`config.mk`:
```
export PLATFORM = sky130hd
export DESIGN_NAME = load_use_scoreboard
export DESIGN_NICKNAME = d
export VERILOG_FILES = /design/src/rtl/cpu_pkg.sv /design/src/rtl/lus_counter.sv /design/src/rtl/load_use_scoreboard.sv
export SDC_FILE = /design/constraint.sdc
export NUM_CORES = 1
export LEC_CHECK = 0
export ABC_AREA = 1
export ABC_CLOCK_PERIOD_IN_PS = 3100
export BUFFER_PORTS_ARGS = -buffer_cell sky130_fd_sc_hd__buf_4
export CAP_MARGIN = 25
export CORE_ASPECT_RATIO = 0.7
export CORE_MARGIN = 4
export CORE_UTILIZATION = 50
export CTS_CLUSTER_DIAMETER = 60
export CTS_CLUSTER_SIZE = 12
export DETAILED_ROUTE_END_ITERATION = 10
export PLACE_DENSITY_LB_ADDON = 0.2
export SETUP_SLACK_MARGIN = 0.05
export SYNTH_ARGS = -nofsm -noshare
export SYNTH_HDL_FRONTEND = slang
export SYNTH_SLANG_ARGS = --single-unit
```
`constraint.sdc`:
```
create_clock -name clk_i -period 3.1 [get_ports clk_i]
set_input_delay 0.62 -clock clk_i [delete_from_list [all_inputs] [get_ports clk_i]]
set_output_delay 0.62 -clock clk_i [all_outputs]
set_load 0.03 [all_outputs]
```
`src/rtl/cpu_pkg.sv`:
```
// Shared CPU constants and the register-address type used by the hazard logic.
package cpu_pkg;
  localparam int REG_ADDR_W       = 5;
  localparam int NUM_ARCH_REGS    = 32;
  localparam int REG_ZERO         = 0;
  localparam int DEFAULT_LOAD_LAT = 1;

  typedef logic [REG_ADDR_W-1:0] reg_addr_t;
endpackage

```
`src/rtl/lus_counter.sv`:
```
// One scoreboard entry: a down-counter that reloads on allocation and holds under freeze.
module lus_counter #(
  parameter int CNT_W    = 1,
  parameter int LOAD_VAL = 1
) (
  input  logic             clk_i,
  input  logic             rst_n_i,
  input  logic             hold_i,
  input  logic             load_i,
  output logic [CNT_W-1:0] cnt_o
);

  always_ff @(posedge clk_i or negedge rst_n_i) begin
    if (!rst_n_i) begin
      cnt_o <= '0;
    end else if (!hold_i) begin
      if (load_i) begin
        cnt_o <= CNT_W'(LOAD_VAL);
      end else if (cnt_o != '0) begin
        cnt_o <= cnt_o - CNT_W'(1);
      end
    end
  end

endmodule

```
`src/rtl/load_use_scoreboard.sv`:
```
// Load-use hazard scoreboard: per-register countdown of in-flight loads driving stall/bubble.
// Optional macro LOAD_USE_PERF_EN adds a saturating bubble counter (stall_cnt_o, perf_clr_i).
module load_use_scoreboard
  import cpu_pkg::*;
#(
  parameter int NUM_REGS = NUM_ARCH_REGS,
  parameter int ADDR_W   = REG_ADDR_W,
  parameter int LOAD_LAT = DEFAULT_LOAD_LAT,
  parameter int CNT_W    = $clog2(LOAD_LAT + 1)
) (
  input  logic              clk_i,
  input  logic              rst_n_i,
  input  logic              id_valid_i,
  input  logic [ADDR_W-1:0] id_rs_addr_i,
  input  logic [ADDR_W-1:0] id_rt_addr_i,
  input  logic              id_uses_rs_i,
  input  logic              id_uses_rt_i,
  input  logic              id_mem_read_i,
  input  logic [ADDR_W-1:0] id_rd_addr_i,
  input  logic              freeze_i,
  output logic              stall_o,
  output logic              pc_write_o,
  output logic              ifid_write_o,
  output logic              idex_bubble_o
`ifdef LOAD_USE_PERF_EN
  ,
  input  logic              perf_clr_i,
  output logic [31:0]       stall_cnt_o
`endif
);

  localparam int SLOTS = 2 ** ADDR_W;

  logic [SLOTS-1:0] busy;
  logic             issue;
  logic             alloc;

  assign stall_o = id_valid_i & ((id_uses_rs_i & busy[id_rs_addr_i]) |
                                 (id_uses_rt_i & busy[id_rt_addr_i]));
  assign issue   = id_valid_i & ~stall_o & ~freeze_i;
  assign alloc   = issue & id_mem_read_i;

  assign pc_write_o    = ~stall_o & ~freeze_i;
  assign ifid_write_o  = ~stall_o & ~freeze_i;
  assign idex_bubble_o = stall_o & ~freeze_i;

  // Register zero and addresses beyond NUM_REGS get no counter, so they never look busy.
  for (genvar r = 0; r < SLOTS; r++) begin : g_slot
    if (r != REG_ZERO && r < NUM_REGS) begin : g_cnt
      logic [CNT_W-1:0] cnt;
      lus_counter #(
        .CNT_W   (CNT_W),
        .LOAD_VAL(LOAD_LAT)
      ) u_cnt (
        .clk_i  (clk_i),
        .rst_n_i(rst_n_i),
        .hold_i (freeze_i),
        .load_i (alloc && (id_rd_addr_i == ADDR_W'(r))),
        .cnt_o  (cnt)
      );
      assign busy[r] = (cnt != '0);
    end else begin : g_none
      assign busy[r] = 1'b0;
    end
  end

`ifdef LOAD_USE_PERF_EN
  always_ff @(posedge clk_i or negedge rst_n_i) begin
    if (!rst_n_i) begin
      stall_cnt_o <= '0;
    end else if (perf_clr_i) begin
      stall_cnt_o <= '0;
    end else if (idex_bubble_o && (stall_cnt_o != 32'hFFFF_FFFF)) begin
      stall_cnt_o <= stall_cnt_o + 32'd1;
    end
  end
`endif

endmodule

```
# Word-level counts from Yosys, hierarchy flattened
# Cells that the tools add are included.
totals:
  reg_bits: 31
  output_inout_bits: 4
op_classes:
  n_addsub: 31
  magnitude_cmp: 2
  eq_ne: 31
  muxes: 66
  n_bitwise: 11
  reduce_logical: 31
ops:
  columns: ["cell", "n"]
  rows:
  - ["5-bit equality test (second input constant)", 16]
  - ["1-bit two-way mux", 64]
  - ["5-bit by 4-bit equality test with 1-bit output (second input constant)", 8]
  - ["1-bit logical AND", 31]
  - ["1-bit subtractor (second input constant)", 31]
  - ["5-bit by 3-bit equality test with 1-bit output (second input constant)", 4]
  - ["5-bit by 6-bit less-than comparator with 1-bit output (second input constant)", 2]
  - ["1-bit binary-select mux with 5-bit select", 2]
  - ["5-bit by 2-bit equality test with 1-bit output (second input constant)", 2]
  - ["1-bit AND", 8]
  - ["5-bit by 1-bit equality test with 1-bit output (second input constant)", 1]
  - ["1-bit NOT", 2]
  - ["1-bit bitwise OR", 1]

# Logic depth before layout (Yosys ltp)
# Gate-level depths: netlist of the first run.
depth:
  word_depth: 11
  ltp_mapped: 12
  ltp_nobuf: 11

# Cells and area by module
# Synthesis of the first run repeated with hierarchy kept, for this count alone.
unflattened:
  hier_cells: 417
  hier_area_um2: 2538.7
by_module_without_submodules:
  columns: ["module", "n_inst", "cells_each", "area_per_inst_um2", "seq_area_each_um2"]
  rows:
  - ["load_use_scoreboard", 1, 262, 1297.5, 0.0]
  - ["lus_counter", 31, 5, 40.0, 25.0]

# Worst setup path before layout of the first run
# No wires, ideal clock.
synth_path:
  path_kind: "input-to-output"
  start: "input id_rs_addr_i[0]"
  end: "output pc_write_o"
  t_arrival_ns: 2.224
  t_required_ns: 2.480
  setup_slack_ns: 0.256
  path_stages: 12
  cell_sequence: "buf_6 > inv_6 > buf_6 > nand2_2 > nand3_1 > nand3_1 > nand3_1 > nand3_2 > nand3_4 > nand2_1 > a21oi_1 > buf_4"
synth_via:
  elab_chain_len: 7
synth_rtl:
  columns: ["element", "line_no", "source"]
  rows:
  - ["start: declaration", "load_use_scoreboard.sv:14", "input logic [ADDR_W-1:0] id_rs_addr_i,"]
  - ["1-bit binary-select mux with 5-bit select", "load_use_scoreboard.sv:38", "assign stall_o = id_valid_i & ((id_uses_rs_i & busy[id_rs_addr_i]) |"]
  - ["1-bit two-way mux (not written as such)", "load_use_scoreboard.sv:38", null]
  - ["1-bit AND", "load_use_scoreboard.sv:38", null]
  - ["1-bit bitwise OR", "load_use_scoreboard.sv:38", null]
  - ["1-bit AND", "load_use_scoreboard.sv:38", null]
  - ["1-bit NOT", null, null]
  - ["1-bit AND", null, null]
  - ["end: declaration", "load_use_scoreboard.sv:22", "output logic pc_write_o,"]
# No other way between the ends. The select of a mux whose other input is x is not followed.

# Final worst setup path of the first run
layout_path:
  start: "input id_rt_addr_i[0]"
  end: "output pc_write_o"
layout_via:
  elab_chain_len: 7
layout_rtl:
  columns: ["element", "line_no", "source"]
  rows:
  - ["start: declaration", "load_use_scoreboard.sv:15", "input logic [ADDR_W-1:0] id_rt_addr_i,"]
  - ["1-bit binary-select mux with 5-bit select", "load_use_scoreboard.sv:39", "(id_uses_rt_i & busy[id_rt_addr_i]));"]
  - ["1-bit two-way mux (not written as such)", "load_use_scoreboard.sv:39", null]
  - ["1-bit AND", "load_use_scoreboard.sv:39", null]
  - ["1-bit bitwise OR", "load_use_scoreboard.sv:38", null]
  - ["1-bit AND", "load_use_scoreboard.sv:38", null]
  - ["1-bit NOT", "load_use_scoreboard.sv:43", "assign pc_write_o = ~stall_o & ~freeze_i;"]
  - ["1-bit AND", "load_use_scoreboard.sv:43", null]
# No other way between the ends. The select of a mux whose other input is x is not followed.

==> flow_summary_export.csv, run 1 <==
group,metric,value,unit
outcome,status,"completed",
grt,grt_pass1_wl,10.6,mm
critical_path,reg2reg_from,"g_slot[15].g_cnt.u_cnt.cnt_o$_DFFE_PN0N_",
detailed_routing,vias,2380,
pwr,p_per_area,358,nW/µm²
detailed_routing,wirelength,6.06,mm
cells_and_area,largest_register,"g_slot.g_cnt.u_cnt.cnt_o",
clocking,cts_buffer_depth,2,
die,core,4430,µm²
timing,setup_violations,0,
detailed_routing,first_pass_iters,5,
pwr,p_seq_share,45.1,%
critical_path,crit_chain,"buf_4, inv_2, nand2_1, nand3_1, nand2_1, nand2_1, nand3_1, nand3_1, nand3_2, nand2_1, a21oi_1, buf_4",
synth,synth_nets,391,
pwr,clkPwrFrac,34.5,%
clocking,cts_setup_buffers,0,
synth,syn_area,2340,µm²
grt,antenna_found_initial,0,
pwr,power.internal,622,µW
timing,finalHoldViolCount,0,
critical_path,reg2regPathDepth,10,
critical_path,reg2reg_to,"g_slot[18].g_cnt.u_cnt.cnt_o$_DFFE_PN0N_",
cells_and_area,nets,401,
clocking,ctsResizeCount,0,
critical_path,required,2.48,ns
detailed_routing,drc,0,
die,ios,26,
clocking,cts.sinks,31,
synth,ys_ff_latch,31,
critical_path,cp_slowest_cell,"buf_4",
critical_path,r2r_slack,1.43,ns
cells_and_area,final_layout_size_suffix_gt1_share,11.3,%
timing,slew_headroom,66.6,%
die,start_util,52.9,%
grt,grt_max_degree,35,
timing,rsz0062_at_grt,"false",
clocking,clk_latency,0.29,ns
pwr,netSwitchingFraction,31.2,%
hold_path,hp-class,"input port to asynchronous set/reset pin",
critical_path,cp-end-kind,"primary output",
critical_path,crit_top_cell,"nand2_1",
critical_path,crit_fanout,22,
timing,min_period,2.60,ns
synth,synth_top_area_share,33.1,%
placed_design,globalplace.congestion,0.862,
placed_design,hpwl,4.48,mm
cells_and_area,syn2layout_area_growth,7.90,%
clocking,postCtsHoldBufs,0,
placed_design,portBuffers,25,
die,die_w,89.8,µm
clocking,cts_root_buf,"clkbuf_8",
timing,fin_skew,0.00740,ns
cells_and_area,reg.largest.list,"g_slot.g_cnt.u_cnt.cnt_o (31)",
detailed_routing,drtIter0Drc,188,
die,die_h,65.3,µm
grt,first_global_vias,2214,
synth,yosysWarnings,0,
cells_and_area,diodes,0,
pwr,p_sw,283,µW
pwr,combPwrFrac,20.4,%
die,die_area,5860,µm²
pwr,p_leak,1.38,nW
synth,synth_top_area_cell,"dfrtp_1",
pwr,ir_drop,0.170,mV
job,maxCapViolCount,0,
placed_design,placedInstanceArea,2450,µm²
timing,timing.fmax,384,MHz
critical_path,startpoint,"id_rt_addr_i[0]",
cells_and_area,largest_reg_flops,31,
synth,ys_seq_area_share,33.1,%
clocking,cts_tree,"yes",
critical_path,cp-start-kind,"input port",
detailed_routing,via_per_inst,5.47,
clocking,cts-htree-levels,2,
synth,synth_cell_type_count,20,
clocking,clk_pin_slew,0.07,ns
critical_path,slowest_delay,0.23,ns
clocking,cts_buffers,5,
cells_and_area,final_area,2530,µm²
timing,setup-tns-final,0,ns
synth,synthTopCellsByArea,"dfrtp_1 33%, nand2_1 22%, nand3_1 11%, nand4_1 8.3%, inv_1 6.2%",
grt,overflow,0,
pwr,p_total,905,µW
die,rows,20,
timing,fin_crit_sh,84.0,%
timing,slew_violations,0,
critical_path,critPathKind,"input port to primary output",
detailed_routing,wl_per_cell,13.9,µm
timing,worst_slew_pin_slew,0.500,ns
synth,avgSynthCellArea,6.35,µm²
detailed_routing,ant_nets,0,
synth,synth_cells,369,
grt,track_usage,22.3,%
critical_path,cp_data_arrival_time,1.98,ns
## area by class of cell
| cell class | instances | area (µm²) |
|---|---|---|
| Tap cell | 55 | 68.8 |
| Multi-Input combinational cell | 270 | 1230 |
| Fill cell | 455 | 1900 |
| Inverter | 43 | 166 |
| Clock inverter | 1 | 5.00 |
| Sequential cell | 31 | 776 |
| Clock buffer | 7 | 76.3 |
| Timing Repair Buffer | 28 | 210 |
## through the flow
step | cells | hold WS (ns) | util, % | setup WS (ns)
2_1_floorplan | 369 | 0.324 | - | 0.256
3_3_place_gp | 427 | 0.463 | 55.3 | 0.568
3_5_place_dp | 427 | 0.463 | 55.3 | 0.532
4_1_cts | 435 | 0.272 | 57.1 | 0.527
5_1_grt | 435 | 0.280 | 57.1 | 0.334
6_report | 435 | 0.251 | 57.1 | 0.496
## cells in the mapped netlist, drive strengths merged
library cell and count:
nand2 138, nand3 54, inv 43, dfrtp 31, nand4 31, nor2 30, buf 18, nor3 10
clkbuf 7, o211ai 5, a21oi 1, and3b 1
## cells by family (layout without fill, tap and decap cells)
family                 Yosys count  count (layout)  share of synthesized area [%]
AND/OR/NAND/NOR                264             264                           50.5
buffers and inverters           68              79                           14.6
flip-flops                      31              31                           33.1
AO/OA/AOI/OAI                    6               6                           1.82
## worst max path at each step
stage,endpoint,slack [ns],cells after the start
2_1_floorplan,pc_write_o,0.26,12
3_3_place_gp,ifid_write_o,0.57,12
3_5_place_dp,pc_write_o,0.53,12
4_1_cts,pc_write_o,0.53,12
5_1_grt,idex_bubble_o,0.33,12
6_report,pc_write_o,0.50,12
## cells in the final DEF, fill, tap and decap left out, drive strengths merged
cell      n
o211ai    5
nor2     30
inv      43
dfrtp    31
nor3     10
a21oi     1
clkinv    1
clkbuf    7
nand4    31
and3b     1
nand2   138
nand3    54
buf      28
## metal layers
layer	track usage, %	up-vias	share of wire, %
li1	-	1201	-
met1	32.0	1054	49
met2	33.1	110	41
met3	4.58	15	7.9
met4	8.41	0	1.9
met5	0	-	0
## power by group through the flow
stage | clock network, mW | logic, mW | registers (mW)
floorplan | 0 | 0.133 | 0.415
global placement | 0 | 0.180 | 0.415
detailed placement | 0 | 0.182 | 0.415
CTS | 0.317 | 0.182 | 0.408
global route | 0.338 | 0.205 | 0.408
finish | 0.312 | 0.185 | 0.408
## critical path: cells and delay by family
family,cells,cell delay [ns]
AND/OR/NAND/NOR,8,0.60
AO/OA/AOI/OAI,1,0.18
buffers and inverters,3,0.56
(Power assumes the default switching activity.)
==> run 2, diff against run 1 <==
- ABC_CLOCK_PERIOD_IN_PS: 3100 -> 2450
- clock period: 3.1 -> 2.45 ns (I/O delays scaled with it)
==> run 2 against run 1 <==
First-iteration DRC count increased by 1.1%. Register-to-register slack got worse by 0.67 ns. Sequential cell count unchanged. Critical path depth decreased by 2. Clock skew decreased by 0.0011 ns. Critical endpoint unchanged. Global-route usage decreased by 0.37 points.
==> flow_summary_export.csv, run 2 (synthesis results as in run 1) <==
group,metric,value,unit
critical_path,reg2reg_to,"g_slot[1].g_cnt.u_cnt.cnt_o$_DFFE_PN0N_",
detailed_routing,drc,0,
clocking,cts.sinks,31,
timing,setup-tns-final,0,ns
critical_path,startpoint,"g_slot[15].g_cnt.u_cnt.cnt_o$_DFFE_PN0N_",
die,rows,20,
cells_and_area,fin_util,57.3,%
job,maxCapViolCount,0,
cells_and_area,layout_common_cells,"136 x nand2_1, 50 x nand3_1, 39 x inv_1",
clocking,cts_setup_buffers,0,
grt,grt_pass1_wl,10.3,mm
clocking,cts_buffers,5,
critical_path,reg2regPathDepth,10,
clocking,cts_buffer_depth,2,
die,die_h,65.3,µm
detailed_routing,via_per_inst,5.42,
timing,worst_slew_pin_slew,1.04,ns
critical_path,reg2reg_from,"g_slot[15].g_cnt.u_cnt.cnt_o$_DFFE_PN0N_",
timing,slew_violations,0,
detailed_routing,drtIter0Drc,190,
cells_and_area,mostFrequentLayoutCell,"nand2_1",
pwr,p_per_area,447,nW/µm²
timing,fin_skew,0.00626,ns
die,core,4430,µm²
grt,track_usage,21.9,%
die,die_w,89.8,µm
clocking,cts_tree,"yes",
critical_path,cp-end-kind,"primary output",
critical_path,setup.worst_path.end,"pc_write_o",
grt,grt_max_degree,35,
timing,min_period,2.21,ns
cells_and_area,reg.largest.list,"g_slot.g_cnt.u_cnt.cnt_o (31)",
placed_design,hpwl,4.49,mm
cells_and_area,nets,400,
timing,slew_headroom,30.7,%
placed_design,globalplace.congestion,0.821,
clocking,postCtsHoldBufs,0,
critical_path,required,1.96,ns
timing,timing.fmax,452,MHz
cells_and_area,final_layout_size_suffix_gt1_share,11.9,%
die,die_area,5860,µm²
critical_path,critPathKind,"flop to primary output",
die,ios,26,
critical_path,r2r_slack,0.76,ns
die,start_util,52.9,%
detailed_routing,wirelength,5.90,mm
pwr,ir_drop,0.264,mV
grt,antenna_found_initial,0,
timing,setup_violations,0,
timing,fin_crit_sh,90.3,%
clocking,ctsResizeCount,0,
cells_and_area,diodes,0,
cells_and_area,largest_register,"g_slot.g_cnt.u_cnt.cnt_o",
timing,finalHoldViolCount,0,
grt,first_global_vias,2097,
clocking,clk_latency,0.28,ns
detailed_routing,first_pass_iters,5,
cells_and_area,largest_reg_flops,31,
clocking,cts-htree-levels,2,
timing,finalWorstSetupSlack,0.238,ns
outcome,status,"completed",
detailed_routing,vias,2352,
hold_path,hp-class,"input port to asynchronous set/reset pin",
critical_path,cp_data_arrival_time,1.72,ns
clocking,clk_pin_slew,0.06,ns
placed_design,place_ws,0.161,ns
placed_design,portBuffers,25,
critical_path,cp-start-kind,"flop",
cells_and_area,syn2layout_area_growth,8.28,%
timing,rsz0062_at_grt,"false",
detailed_routing,wl_per_cell,13.6,µm
critical_path,crit_fanout,2,
clocking,cts_root_buf,"clkbuf_8",
grt,overflow,0,
pwr,p_leak,1.38,nW
detailed_routing,ant_nets,0,
run 2: worst min path at each step:
stage | startpoint | endpoint | depth (start not counted) | slack, ns
floorplan | rst_n_i | g_slot[10].g_cnt.u_cnt.cnt_o$_DFFE_PN0N_ | 0 | 0.19
global route | rst_n_i | g_slot[13].g_cnt.u_cnt.cnt_o$_DFFE_PN0N_ | 1 | 0.15
CTS | rst_n_i | g_slot[31].g_cnt.u_cnt.cnt_o$_DFFE_PN0N_ | 1 | 0.14
global placement | rst_n_i | g_slot[13].g_cnt.u_cnt.cnt_o$_DFFE_PN0N_ | 1 | 0.44
detailed placement | rst_n_i | g_slot[31].g_cnt.u_cnt.cnt_o$_DFFE_PN0N_ | 1 | 0.45
finish | rst_n_i | g_slot[13].g_cnt.u_cnt.cnt_o$_DFFE_PN0N_ | 1 | 0.12
run 2: through the flow:
step | total power [mW] | hold slack (ns) | cell area [µm²] | cells
after floorplan | 0.695 | 0.194 | 2350 | 369
after global placement | 0.753 | 0.443 | 2440 | 426
after detailed placement | 0.755 | 0.446 | 2440 | 426
after CTS | 1.14 | 0.136 | 2520 | 434
after global routing | 1.20 | 0.152 | 2540 | 434
final | 1.13 | 0.123 | 2540 | 434
run 2: worst max-delay path, cell delays in order (launching register included):
cell and delay, ns:
dfrtp_1 0.38, inv_1 0.11, nand2_1 0.06, nand3_1 0.07
nand3_1 0.08, nand3_1 0.13, nand3_2 0.10, nand3_4 0.10
nand2_2 0.08, a21oi_2 0.14, buf_4 0.18
run 2: report_power, final:
part	leakage (nW)	total, mW	internal, mW	switching [mW]
registers	0.433	0.516	0.515	0.00171
logic	0.903	0.234	0.0747	0.159
clock network	0.0422	0.383	0.199	0.184
total	1.38	1.13	0.788	0.345
run 2: cell type report:
type,instances,area (µm²)
Sequential cell,31,776
Inverter,43,166
Clock buffer,7,76.3
Tap cell,55,68.8
Multi-Input combinational cell,270,1230
Clock inverter,1,5.00
Fill cell,434,1890
Timing Repair Buffer,27,210
run 2: metal layers:
metal / track usage, % / up-vias / wire length, µm
li1: - / 1197 / -
met1: 32.6 / 1058 / 2940
met2: 31.4 / 85 / 2470
met3: 4.46 / 12 / 362
met4: 7.65 / 0 / 118
met5: 0 / - / 0
==> run 3, diff against run 2 <==
--- a/config.mk
+++ b/config.mk
@@ -15,3 +15,2 @@
 export CTS_CLUSTER_DIAMETER = 60
-export CTS_CLUSTER_SIZE = 12
 export DETAILED_ROUTE_END_ITERATION = 10
--- a/constraint.sdc
+++ b/constraint.sdc
@@ -3,2 +3,2 @@
 set_output_delay 0.49 -clock clk_i [all_outputs]
-set_load 0.03 [all_outputs]
+set_load 0.005 [all_outputs]
==> run 3 against run 2 <==
Setup slack gained 0.0013 ns. First-iteration DRC count is 30% higher. Highest routed layer unchanged. Via count up 0.43%. Largest power group unchanged. Die area unchanged. Total power shrank 0.57%. Critical path depth is 2 higher. Sequential cell count stayed put.
==> flow_summary_export.csv, run 3 (synthesis results as in run 1) <==
group,metric,value,unit
cells_and_area,reg.largest.list,"g_slot.g_cnt.u_cnt.cnt_o (31)",
grt,overflow,0,
grt,track_usage,22.5,%
grt,first_global_vias,2241,
clocking,cts-htree-levels,2,
critical_path,cp-start-kind,"input port",
detailed_routing,wl_per_cell,13.9,µm
die,die_area,5860,µm²
timing,fin_skew,0.00980,ns
clocking,clk_pin_slew,0.07,ns
detailed_routing,vias,2362,
timing,setup-tns-final,0,ns
clocking,cts_buffers,5,
hold_path,hp-class,"input port to asynchronous set/reset pin",
timing,finalHoldViolCount,0,
pwr,p_leak,1.39,nW
timing,min_period,2.21,ns
timing,timing.fmax,452,MHz
detailed_routing,drc,0,
timing,fin_crit_sh,90.2,%
timing,slew_violations,0,
critical_path,cp_data_arrival_time,1.72,ns
critical_path,critPathKind,"input port to primary output",
detailed_routing,wirelength,6.07,mm
pwr,ir_drop,0.180,mV
job,maxCapViolCount,0,
die,ios,26,
detailed_routing,drtIter0Drc,247,
critical_path,crit_fanout,22,
clocking,postCtsHoldBufs,0,
timing,rsz0062_at_grt,"false",
outcome,status,"completed",
detailed_routing,ant_nets,0,
cells_and_area,fin_util,57.7,%
cells_and_area,fillerInstances,429,
grt,antenna_found_initial,0,
die,rows,20,
die,start_util,52.9,%
detailed_routing,first_pass_iters,5,
cells_and_area,syn2layout_area_growth,9.08,%
clocking,cts_tree,"yes",
die,die_w,89.8,µm
placed_design,globalplace.congestion,0.847,
clocking,cts.sinks,31,
placed_design,portBuffers,25,
grt,grt_max_degree,35,
die,core,4430,µm²
timing,setup_violations,0,
clocking,cts_buffer_depth,2,
critical_path,cp-end-kind,"primary output",
cells_and_area,largest_register,"g_slot.g_cnt.u_cnt.cnt_o",
cells_and_area,layout_common_cells,"137 x nand2_1, 50 x nand3_1, 39 x inv_1",
clocking,clk_latency,0.28,ns
pwr,p_per_area,441,nW/µm²
timing,slew_headroom,64.6,%
detailed_routing,via_per_inst,5.43,
clocking,cts_root_buf,"clkbuf_8",
cells_and_area,nets,401,
cells_and_area,final_layout_size_suffix_gt1_share,11.6,%
cells_and_area,largest_reg_flops,31,
grt,grt_pass1_wl,10.9,mm
cells_and_area,mostFrequentLayoutCell,"nand2_1",
timing,worst_slew_pin_slew,0.530,ns
cells_and_area,diodes,0,
critical_path,required,1.96,ns
placed_design,hpwl,4.54,mm
die,die_h,65.3,µm
==> run 3: path summary, 6_finish.rpt <==
check / startpoint / endpoint / slack [ns] / cells after the start
hold reg to reg: g_slot[17].g_cnt.u_cnt.cnt_o$_DFFE_PN0N_ / g_slot[17].g_cnt.u_cnt.cnt_o$_DFFE_PN0N_ / 0.48 / 2
hold / removal: rst_n_i / g_slot[15].g_cnt.u_cnt.cnt_o$_DFFE_PN0N_ / 0.13 / 1
setup / recovery: id_rt_addr_i[0] / idex_bubble_o / 0.24 / 12
min in group clk_i: g_slot[17].g_cnt.u_cnt.cnt_o$_DFFE_PN0N_ / g_slot[17].g_cnt.u_cnt.cnt_o$_DFFE_PN0N_ / 0.48 / 2
setup reg to reg: g_slot[31].g_cnt.u_cnt.cnt_o$_DFFE_PN0N_ / g_slot[26].g_cnt.u_cnt.cnt_o$_DFFE_PN0N_ / 0.82 / 10
max in group asynchronous: rst_n_i / g_slot[6].g_cnt.u_cnt.cnt_o$_DFFE_PN0N_ / 2.02 / 1
==> run 3: power by group <==
part | switching [mW] | internal (mW) | leakage, nW
clock | 0.183 | 0.199 | 0.0422
sequential | 0.00169 | 0.515 | 0.433
combinational | 0.151 | 0.0765 | 0.913
==> run 3: stage by stage <==
step	power, mW	std cells	instance area [µm²]	hold slack, ns	setup slack (ns)
5_1_grt	1.19	435	2560	0.161	0.0573
2_1_floorplan	0.684	369	2340	0.194	0.345
4_1_cts	1.13	434	2520	0.146	0.188
6_report	1.13	435	2560	0.130	0.239
3_5_place_dp	0.746	426	2440	0.449	0.203
3_3_place_gp	0.742	426	2440	0.444	0.229
==> run 3: critical path: stages <==
cell	delay, ns
buf_6	0.16
inv_2	0.12
nand2_1	0.09
nand3_1	0.07
nand3_1	0.09
nand3_1	0.09
nand3_1	0.10
nand3_2	0.08
nand2_1	0.13
nand2_1	0.08
nor2_1	0.09
buf_4	0.11
==> run 3: area by class of cell <==
class	count	area [µm²]	share of cell area, %
clock buffer	7	76.3	2.99
clock inverter	1	5.00	0.196
inverter	43	166	6.51
multi-input combinational	270	1230	48.1
sequential	31	776	30.3
tap	55	68.8	2.69
timing repair buffer	28	234	9.15
==> run 3: routing by layer <==
layer  global-route usage [%]  part of all wire (%)  routed length (µm)  vias up
met5                        0                     0                   0        -
met4                     5.16                   1.0                  61        0
met3                     4.58                   6.7                 407        6
met2                     34.6                    44                2650       81
met1                     32.7                    49                2950     1073
li1                         -                     -                   -     1202
==> run 3: repair_timing <==
| item | CTS | global route |
|---|---|---|
| buffers inserted | 0 | 0 |
| endpoints found under the setup margin | 0 | 3 |
| resized for setup | 0 | 2 |
